===== config.mk =====
export PLATFORM = sky130hd
export DESIGN_NAME = vid_scanout
export DESIGN_NICKNAME = d
export VERILOG_FILES = /design/src/rtl/vid_pkg.sv /design/src/rtl/vid_timing.sv /design/src/rtl/vid_scanout.sv
export SDC_FILE = /design/constraint.sdc
export NUM_CORES = 1
export LEC_CHECK = 0
export ABC_AREA = 1
export BUFFER_PORTS_ARGS = -buffer_cell sky130_fd_sc_hd__buf_2
export CORE_MARGIN = 5
export CORE_UTILIZATION = 50
export DETAILED_ROUTE_END_ITERATION = 8
export MAX_ROUTING_LAYER = met4
export PLACE_DENSITY = 0.7
export SYNTH_ARGS = -nofsm -noshare
export SYNTH_HDL_FRONTEND = slang
export SYNTH_SLANG_ARGS = --single-unit

===== constraint.sdc =====
create_clock -name clk -period 6 [get_ports clk]
set_input_delay 1.2 -clock clk [delete_from_list [all_inputs] [get_ports clk]]
set_output_delay 1.2 -clock clk [all_outputs]
set_load 0.01 [all_outputs]

===== src/rtl/vid_pkg.sv =====
// Shared geometry constants and the sync/enable bundle for the text-mode scanout.
package vid_pkg;

  localparam int VID_COLS     = 32;
  localparam int VID_ROWS     = 16;
  localparam int VID_CELL_W   = 8;
  localparam int VID_CELL_H   = 12;
  localparam int VID_ACT_W    = 256;
  localparam int VID_ACT_H    = 192;
  localparam int VID_PIPE_LAT = 3;

  // Control signals that travel alongside the pixel through the delay pipe.
  typedef struct packed {
    logic de;
    logic hsync;
    logic vsync;
    logic frame_start;
  } vid_ctl_t;

endpackage


===== src/rtl/vid_timing.sv =====
// Raster counters, character row/line tracking, active flags and raw sync
// generation; also produces the look-ahead fetch strobe for the video RAM.
module vid_timing
  import vid_pkg::*;
#(
  parameter int H_TOTAL      = 320,
  parameter int H_SYNC_START = 280,
  parameter int H_SYNC_LEN   = 24,
  parameter int V_TOTAL      = 262,
  parameter int V_SYNC_START = 224,
  parameter int V_SYNC_LEN   = 3
) (
  input  logic       clk,
  input  logic       reset,
  output logic [2:0] phase,
  output logic       h_act,
  output logic       v_act,
  output logic [3:0] line,
  output logic       fetch,
  output logic [4:0] fetch_col,
  output logic [3:0] fetch_row,
  output logic       hsync_raw,
  output logic       vsync_raw,
  output logic       origin
);

  localparam int HW = $clog2(H_TOTAL);
  localparam int VW = $clog2(V_TOTAL);

  logic [HW-1:0] h;
  logic [VW-1:0] v;
  logic [3:0]    row;
  logic          h_wrap;
  logic          v_wrap;
  int            h_ahead;

  assign h_wrap = (int'(h) == H_TOTAL - 1);
  assign v_wrap = (int'(v) == V_TOTAL - 1);

  // NOTE: all state uses non-blocking assignments under the async reset so
  // every register samples the pre-edge value of its neighbours.
  always_ff @(posedge clk or posedge reset) begin
    if (reset) begin
      h    <= '0;
      v    <= '0;
      row  <= '0;
      line <= '0;
    end else if (h_wrap) begin
      h <= '0;
      if (v_wrap) begin
        v    <= '0;
        row  <= '0;
        line <= '0;
      end else begin
        v <= v + 1'b1;
        if (line == 4'(VID_CELL_H - 1)) begin
          line <= '0;
          row  <= row + 4'd1;
        end else begin
          line <= line + 4'd1;
        end
      end
    end else begin
      h <= h + 1'b1;
    end
  end

  assign phase     = h[2:0];
  assign h_act     = int'(h) < VID_ACT_W;
  assign v_act     = int'(v) < VID_ACT_H;
  assign origin    = (h == '0) && (v == '0);
  assign hsync_raw = (int'(h) >= H_SYNC_START) && (int'(h) < H_SYNC_START + H_SYNC_LEN);
  assign vsync_raw = (int'(v) >= V_SYNC_START) && (int'(v) < V_SYNC_START + V_SYNC_LEN);

  // The address is issued two clocks ahead so that the registered RAM and
  // font stages land the glyph in the shifter exactly 3 clocks after h.
  // Column 0 is therefore fetched at the end of the previous line.
  always_comb begin
    h_ahead   = int'(h) + 2;
    fetch     = 1'b0;
    fetch_col = 5'(h_ahead / VID_CELL_W);
    fetch_row = row;
    if (h_ahead == H_TOTAL) begin
      fetch_col = '0;
      fetch     = v_wrap || (int'(v) < VID_ACT_H - 1);
      fetch_row = v_wrap ? 4'd0 : (line == 4'(VID_CELL_H - 1)) ? row + 4'd1 : row;
    end else begin
      fetch = v_act && (h_ahead < VID_ACT_W) && (h_ahead % VID_CELL_W == 0);
    end
  end

endmodule


===== src/rtl/vid_scanout.sv =====
// Text-mode scanout: character fetch, font lookup, pixel shifter and sync
// alignment. Optional cell inversion via VID_SCANOUT_INVERSE_EN.
module vid_scanout
  import vid_pkg::*;
#(
  parameter int          H_TOTAL      = 320,
  parameter int          H_SYNC_START = 280,
  parameter int          H_SYNC_LEN   = 24,
  parameter int          V_TOTAL      = 262,
  parameter int          V_SYNC_START = 224,
  parameter int          V_SYNC_LEN   = 3,
  parameter logic [10:0] BASE_ADDR    = 11'h000,
  parameter bit          SYNC_POL     = 1'b0
) (
  input  logic        clk,
  input  logic        reset,
  output logic [10:0] vid_addr,
  input  logic [7:0]  vid_data,
  output logic [10:0] font_addr,
  input  logic [7:0]  font_data,
  output logic        pixel,
  output logic        de,
  output logic        hsync,
  output logic        vsync,
  output logic        frame_start
);

  if (H_SYNC_START + H_SYNC_LEN > H_TOTAL || H_TOTAL <= 259) begin : g_bad_h
    $error("vid_scanout: horizontal timing parameters out of range");
  end
  if (VID_COLS * VID_CELL_W != VID_ACT_W || VID_ROWS * VID_CELL_H != VID_ACT_H) begin : g_bad_geom
    $error("vid_scanout: inconsistent character geometry");
  end

  localparam vid_ctl_t CTL_IDLE = '{de: 1'b0, hsync: ~SYNC_POL, vsync: ~SYNC_POL, frame_start: 1'b0};

  logic [2:0] phase;
  logic       h_act, v_act;
  logic [3:0] line;
  logic       fetch;
  logic [4:0] fetch_col;
  logic [3:0] fetch_row;
  logic       hsync_raw, vsync_raw, origin;
  logic [7:0] shreg;
  logic [7:0] glyph;
  vid_ctl_t   ctl_now;
  vid_ctl_t   pipe [VID_PIPE_LAT];

  vid_timing #(
    .H_TOTAL(H_TOTAL), .H_SYNC_START(H_SYNC_START), .H_SYNC_LEN(H_SYNC_LEN),
    .V_TOTAL(V_TOTAL), .V_SYNC_START(V_SYNC_START), .V_SYNC_LEN(V_SYNC_LEN)
  ) u_timing (
    .clk, .reset, .phase, .h_act, .v_act, .line, .fetch, .fetch_col,
    .fetch_row, .hsync_raw, .vsync_raw, .origin
  );

  always_ff @(posedge clk or posedge reset) begin
    if (reset) begin
      vid_addr  <= BASE_ADDR;
      font_addr <= '0;
      shreg     <= '0;
    end else begin
      if (fetch) vid_addr <= BASE_ADDR + {2'b00, fetch_row, fetch_col};
      if (phase == 3'd0 && h_act && v_act) font_addr <= {vid_data[6:0], line};
      // Reload takes priority over the shift, so characters abut seamlessly.
      if (phase == 3'd2) shreg <= (h_act && v_act) ? glyph : 8'h00;
      else               shreg <= {shreg[6:0], 1'b0};
    end
  end

`ifdef VID_SCANOUT_INVERSE_EN
  logic inv;

  always_ff @(posedge clk or posedge reset) begin
    if (reset)                                inv <= 1'b0;
    else if (phase == 3'd0 && h_act && v_act) inv <= vid_data[7];
  end

  assign glyph = font_data ^ {8{inv}};
`else
  logic unused_attr;

  assign unused_attr = vid_data[7];
  assign glyph       = font_data;
`endif

  always_comb begin
    ctl_now             = CTL_IDLE;
    ctl_now.de          = h_act && v_act;
    ctl_now.hsync       = hsync_raw ? SYNC_POL : ~SYNC_POL;
    ctl_now.vsync       = vsync_raw ? SYNC_POL : ~SYNC_POL;
    ctl_now.frame_start = origin;
  end

  // NOTE: the delay pipe is a handful of flops, not a RAM, so it is reset
  // explicitly to keep outputs clean from the first clock.
  always_ff @(posedge clk or posedge reset) begin
    if (reset) begin
      for (int i = 0; i < VID_PIPE_LAT; i++) pipe[i] <= CTL_IDLE;
    end else begin
      pipe[0] <= ctl_now;
      for (int i = 1; i < VID_PIPE_LAT; i++) pipe[i] <= pipe[i-1];
    end
  end

  assign pixel       = shreg[7];
  assign de          = pipe[VID_PIPE_LAT-1].de;
  assign hsync       = pipe[VID_PIPE_LAT-1].hsync;
  assign vsync       = pipe[VID_PIPE_LAT-1].vsync;
  assign frame_start = pipe[VID_PIPE_LAT-1].frame_start;

endmodule

==> results of run 1 <==
## where the power goes
part	leakage [µW]	internal, µW	switching, µW
logic	0.000959	7.71	13.2
registers	0.000840	448	1.11
clock network	0.000105	233	174
## placed cells by master, fill, tap and decap left out, types with 6 or more instances in the layout
master,instances
xor2_1,8
dfstp_2,6
nor3_1,10
nand2_1,90
buf_2,41
nor2_1,23
dfrtp_1,60
nand3_1,37
clkbuf_8,9
inv_1,38
nand4_1,11
ha_1,9
o21ai_0,12
## final timing paths
check	from	cells after the start	slack (ps)	end
setup reg to reg	u_timing.h[0]$_DFF_PP0_	9	3810	u_timing.line[3]$_DFFE_PP0N_
setup / recovery	u_timing.h[0]$_DFF_PP0_	9	3810	u_timing.line[3]$_DFFE_PP0N_
min in group asynchronous	reset	3	1070	de$_DFF_PP0_
max in group asynchronous	reset	3	4370	frame_start$_DFF_PP0_
hold reg to reg	pipe[4]$_DFF_PP0_	0	350	frame_start$_DFF_PP0_
hold / removal	pipe[4]$_DFF_PP0_	0	350	frame_start$_DFF_PP0_
## per-stage QoR
step / cell area [µm²] / cells / power, µW / setup slack [ps] / hold WS, ps
after global routing: 3730 / 490 / 906 / 3500 / 354
after floorplan: 3260 / 363 / 469 / 3160 / 331
after global placement: 3510 / 474 / 479 / 3860 / 332
after CTS: 3730 / 490 / 887 / 3790 / 351
final: 3730 / 490 / 876 / 3810 / 348
after detailed placement: 3510 / 474 / 479 / 3810 / 335
## logic make-up (layout without fill, tap and decap cells)
logic type,after synthesis,count (layout)
AO/OA/AOI/OAI,26,26
XOR/XNOR,9,9
adder cells (fa/ha/maj),9,9
buffers and inverters,51,101
flip-flops,66,66
multiplexers,7,7
other,1,2
AND/OR/NAND/NOR,193,193
## sequential cells by signal, summed over array words and instances, names as in the netlist
register,count
de,1
font_addr,11
frame_start,1
hsync,1
pipe,8
shreg,8
u_timing.h,9
u_timing.line,4
u_timing.row,4
u_timing.v,9
vid_addr,9
vsync,1
## worst register-to-register path, cell delays in order, from the launching register on
cell	delay [ps]
dfrtp_1	480
ha_1	220
nand2_1	70
inv_2	70
nand2_1	70
nor2_1	220
nand2_2	260
inv_2	320
nand2_1	160
o32ai_1	230
## final cells by class
| type | instances | area, µm² |
|---|---|---|
| tap | 77 | 96.3 |
| multi-input combinational | 246 | 1380 |
| timing repair buffer | 42 | 213 |
| clock buffer | 9 | 124 |
| inverter | 43 | 161 |
| clock inverter | 7 | 93.8 |
| fill | 547 | 2620 |
| sequential | 66 | 1660 |
## per-layer routing
metal / vias to the layer above / track usage / wire (µm)
met5: - / - / 0
met4: 0 / 0.0831 / 144
met3: 13 / 0.0492 / 404
met2: 63 / 0.265 / 3050
met1: 1204 / 0.209 / 2810
li1: 1261 / - / -
==> flow_summary.yaml, run 1 <==
cts:
  htreeDepth: 3
  cts_tree: "done"
  ctsHoldBuffers: 0
  clk_pin_slew_ps: 70
  post_cts_buffers: 0
  cts_buffers: 9
  cts_buffer_depth: 2
  clock_latency_ps: 340
  cts-root-buf: "clkbuf_8"
  post_cts_resized: 0
  clock_sinks: 66
drt:
  vias: 2541
  wirelength_mm: 6.41
  ant_nets: 0
  viasPerCell: 5.19
  wl_per_cell_um: 13.1
  drtPass1Iterations: 4
  drc_errors: 0
  drtIter0Drc: 116
setup_path:
  cp_top_family: "simple AND/OR/NAND/NOR gates"
  start_kind: "flip-flop"
  critical-path-max-stage-delay_ps: 480
  path_buf_inv: 2
  crit_required_ps: 6250
  arrival_ps: 2430
  crit_chain: "ha_1 -> nand2_1 -> inv_2 -> nand2_1 -> nor2_1 -> nand2_2 -> inv_2 -> nand2_1 -> o32ai_1"
  slowest_stage: "dfrtp_1"
  path_common_cell: "nand2_1"
  path_max_fanout: 17
  crit_path_end_kind: "flip-flop"
  crit_type: "flip-flop to flip-flop"
yosys:
  ys_ff_latch: 66
  synth_commonest_cells: "90 x nand2_1, 60 x dfrtp_1, 39 x inv_1, 37 x nand3_1, 23 x nor2_1"
  synth-main-ff-cell: "dfrtp_1"
  synth.most_common_cell: "nand2_1"
  syn_avg_cell_area_um2: 8.98
  synth_compound_gate_area_share: 0.0458
  synthAdderAreaFrac: 0.0346
  synth_top_family_by_area: "simple AND/OR/NAND/NOR gates"
  synth_top_area_cell: "dfrtp_1"
  synth-simple-area-share: 0.294
  synth_top_area_frac: 0.462
  syn_area_um2: 3250
  ys_async_sr_fraction: 1.00
  ys_types: 41
  synth_edf_count: 0
  synth-xor-area-share: 0.0242
  syn_inst: 362
  synth_area_leaders: "dfrtp_1 46%, nand2_1 10%, nand3_1 5.7%"
  synth-seq-area-share: 0.510
  synthMuxAreaShare: 0.0242
  synth.yosys.warnings: 0
pwr:
  power.density_nw_per_um2: 235
  irDropWorstVdd_v: 0.000167
  leakage_uw: 0.00190
timing:
  setup_tns_ps: 0
  report.final.slew_viol_count: 0
  setup_viol: 0
  finalHoldViolCount: 0
  skew_ps: 7.70
  min_period_over_period: 0.365
  finalCriticalPeriod_ps: 2190
  worst_pin_slew_ps: 808
  rsz0062_at_grt: "false"
  maxSlewHeadroom: 0.461
  fmax_mhz: 457
run:
  drv_cap: 0
floorplanning:
  initial_utilization: 0.512
  core_area_um2: 6350
  rows: 29
  ios: 45
  die_w_um: 90.6
  die-height_um: 90.6
  die_area_um2: 8220
global_route:
  grt.overflow.total: 0
  grt_max_degree: 67
  grt_pass1_wl_mm: 11.2
  antenna_found_initial: 0
  first_global_vias: 2433
  grt_usage: 0.173
finish:
  syn2layout_area_growth_pct: 14.7
  nets: 435
  fin_util: 0.587
  drive_above_1_share: 0.228
  diodes: 0
worst_hold_path:
  min_path_type: "flip-flop to flip-flop"
status:
  status: "complete, no violations"
placement:
  place_congestion: 0.860
  portBuffers: 41
  hpwl_mm: 4.60
Power figures use the tool's default switching activity.
==> run 2: changes to the inputs <==
==> constraint.sdc (replaced) <==
create_clock -name clk -period 2.2 [get_ports clk]
set_input_delay 0.44 -clock clk [delete_from_list [all_inputs] [get_ports clk]]
set_output_delay 0.44 -clock clk [all_outputs]
set_load 0.01 [all_outputs]
==> run 2 against run 1 <==
Count of clock-buffer cells in the layout up 2. Worst hold slack worse by 42 ps. First-iteration DRC count down 31%. Critical endpoint is now u_timing.v[6]$_DFFE_PP0N_.
==> flow_summary.yaml, run 2 (synthesis gave the netlist of run 1 again) <==
status:
  status: "complete, no violations"
drt:
  vias: 2523
  drtIter0Drc: 80
  wirelength_mm: 6.32
  wl_per_cell_um: 12.7
  drc_errors: 0
  ant_nets: 0
  viasPerCell: 5.06
  drtPass1Iterations: 5
timing:
  skew_ps: 8.14
  worst_hold_slack_ps: 307
  rsz0062_at_grt: "false"
  fmax_mhz: 516
  finalCriticalPeriod_ps: 1940
  setup_viol: 0
  finalHoldViolCount: 0
  report.final.slew_viol_count: 0
  setup_tns_ps: 0
  min_period_over_period: 0.881
setup_path:
  critical-path-max-stage-delay_ps: 420
  crit_chain: "ha_1 -> nand2_1 -> inv_2 -> nand2_1 -> nor2_1 -> nand2_2 -> nor3_2 -> nand3_1 -> xor2_1"
  path_common_cell: "nand2_1"
  cp_top_family: "simple AND/OR/NAND/NOR gates"
  reg2reg_depth: 9
  start_kind: "flip-flop"
  crit_path_end_kind: "flip-flop"
  timing.rr.start: "u_timing.h[1]$_DFF_PP0_"
  r2r_end: "u_timing.v[6]$_DFFE_PP0N_"
  r2r_setup_slack_ps: 260
  path_buf_inv: 1
  crit_required_ps: 2420
  path_max_fanout: 8
  slowest_stage: "dfrtp_1"
  crit_type: "flip-flop to flip-flop"
  arrival_ps: 2160
worst_hold_path:
  holdPathStages: 2
  holdPathEnd: "font_addr[4]$_DFFE_PP0P_"
  min_path_type: "input pin to flip-flop"
  hp-start: "vid_data[0]"
run:
  drv_cap: 0
cts:
  clk_pin_slew_ps: 70
  clock_sinks: 66
  cts_buffer_depth: 2
  cts_buffers: 9
  cts_tree: "done"
  htreeDepth: 3
  clock_latency_ps: 340
  post_cts_buffers: 0
  cts-root-buf: "clkbuf_8"
finish:
  diodes: 0
  regMostFlops: "font_addr"
  fillers: 566
  largest_reg_flops: 11
  mostFrequentLayoutCells: "90 x nand2_1, 60 x dfrtp_1, 41 x buf_2"
  nets: 444
  layout_commonest_cell: "nand2_1"
  syn2layout_area_growth_pct: 15.8
  drive_above_1_share: 0.239
placement:
  hpwl_mm: 4.70
  portBuffers: 41
  place_congestion: 0.927
floorplanning:
  die_area_um2: 8220
  die-height_um: 90.6
  ios: 45
  die_w_um: 90.6
  rows: 29
  core_area_um2: 6350
  initial_utilization: 0.512
pwr:
  irDropWorstVdd_v: 0.000415
  leakage_uw: 0.00193
  power.density_nw_per_um2: 576
global_route:
  antenna_found_initial: 0
  first_global_vias: 2322
  grt_max_degree: 39
  grt.overflow.total: 0
  grt_usage: 0.171
  grt_pass1_wl_mm: 11.0
-- run 2: through the flow --
stage          utilization  power [µW]  cells  area [µm²]  worst slack, ps
2_1_floorplan            -        1280    363        3260              115
3_3_place_gp         0.564        1310    482        3580              300
3_5_place_dp         0.564        1310    482        3580              296
4_1_cts              0.593        2210    499        3760              276
5_1_grt              0.593        2280    499        3760             34.4
6_report             0.593        2170    499        3760              262
-- run 2: timing repair --
item                                   in CTS  in global routing
hold buffers                                1                  0
endpoints found under the hold margin       7                  0
resized for setup                           0                  0
-- run 2: worst max path at each step --
stage,from,to,cells past startpoint
final,u_timing.h[1]$_DFF_PP0_,u_timing.v[6]$_DFFE_PP0N_,9
after global routing,u_timing.h[1]$_DFF_PP0_,u_timing.v[7]$_DFFE_PP0N_,10
after CTS,u_timing.h[1]$_DFF_PP0_,u_timing.v[6]$_DFFE_PP0N_,9
after detailed placement,u_timing.h[1]$_DFF_PP0_,u_timing.v[6]$_DFFE_PP0N_,9
after global placement,u_timing.h[1]$_DFF_PP0_,u_timing.v[6]$_DFFE_PP0N_,9
after floorplan,reset,de$_DFF_PP0_,1
-- run 2: routing by layer --
metal | vias up | GRT usage | part of all wire | routed length, µm
met4 | 0 | 0.0695 | 0.016 | 102
met2 | 45 | 0.251 | 0.47 | 2940
li1 | 1282 | - | - | -
met3 | 8 | 0.0525 | 0.051 | 321
met1 | 1188 | 0.221 | 0.47 | 2960
met5 | - | - | 0 | 0
-- run 2: final cells by class --
cell class | instances | area, µm² | share of cell area
Clock inverter | 5 | 30.0 | 0.00798
Timing Repair Buffer | 51 | 295 | 0.0784
Tap cell | 77 | 96.3 | 0.0256
Clock buffer | 11 | 141 | 0.0376
Inverter | 43 | 161 | 0.0429
Multi-Input combinational cell | 246 | 1380 | 0.367
Sequential cell | 66 | 1660 | 0.441
-- run 2: report_power, final --
| part | total (µW) | leakage [µW] | switching, µW | internal, µW |
|---|---|---|---|---|
| clock | 881 | 0.0000851 | 447 | 433 |
| combinational | 62.7 | 0.00101 | 36.9 | 25.8 |
| sequential | 1220 | 0.000840 | 3.07 | 1220 |
| total | 2170 | 0.00193 | 487 | 1680 |
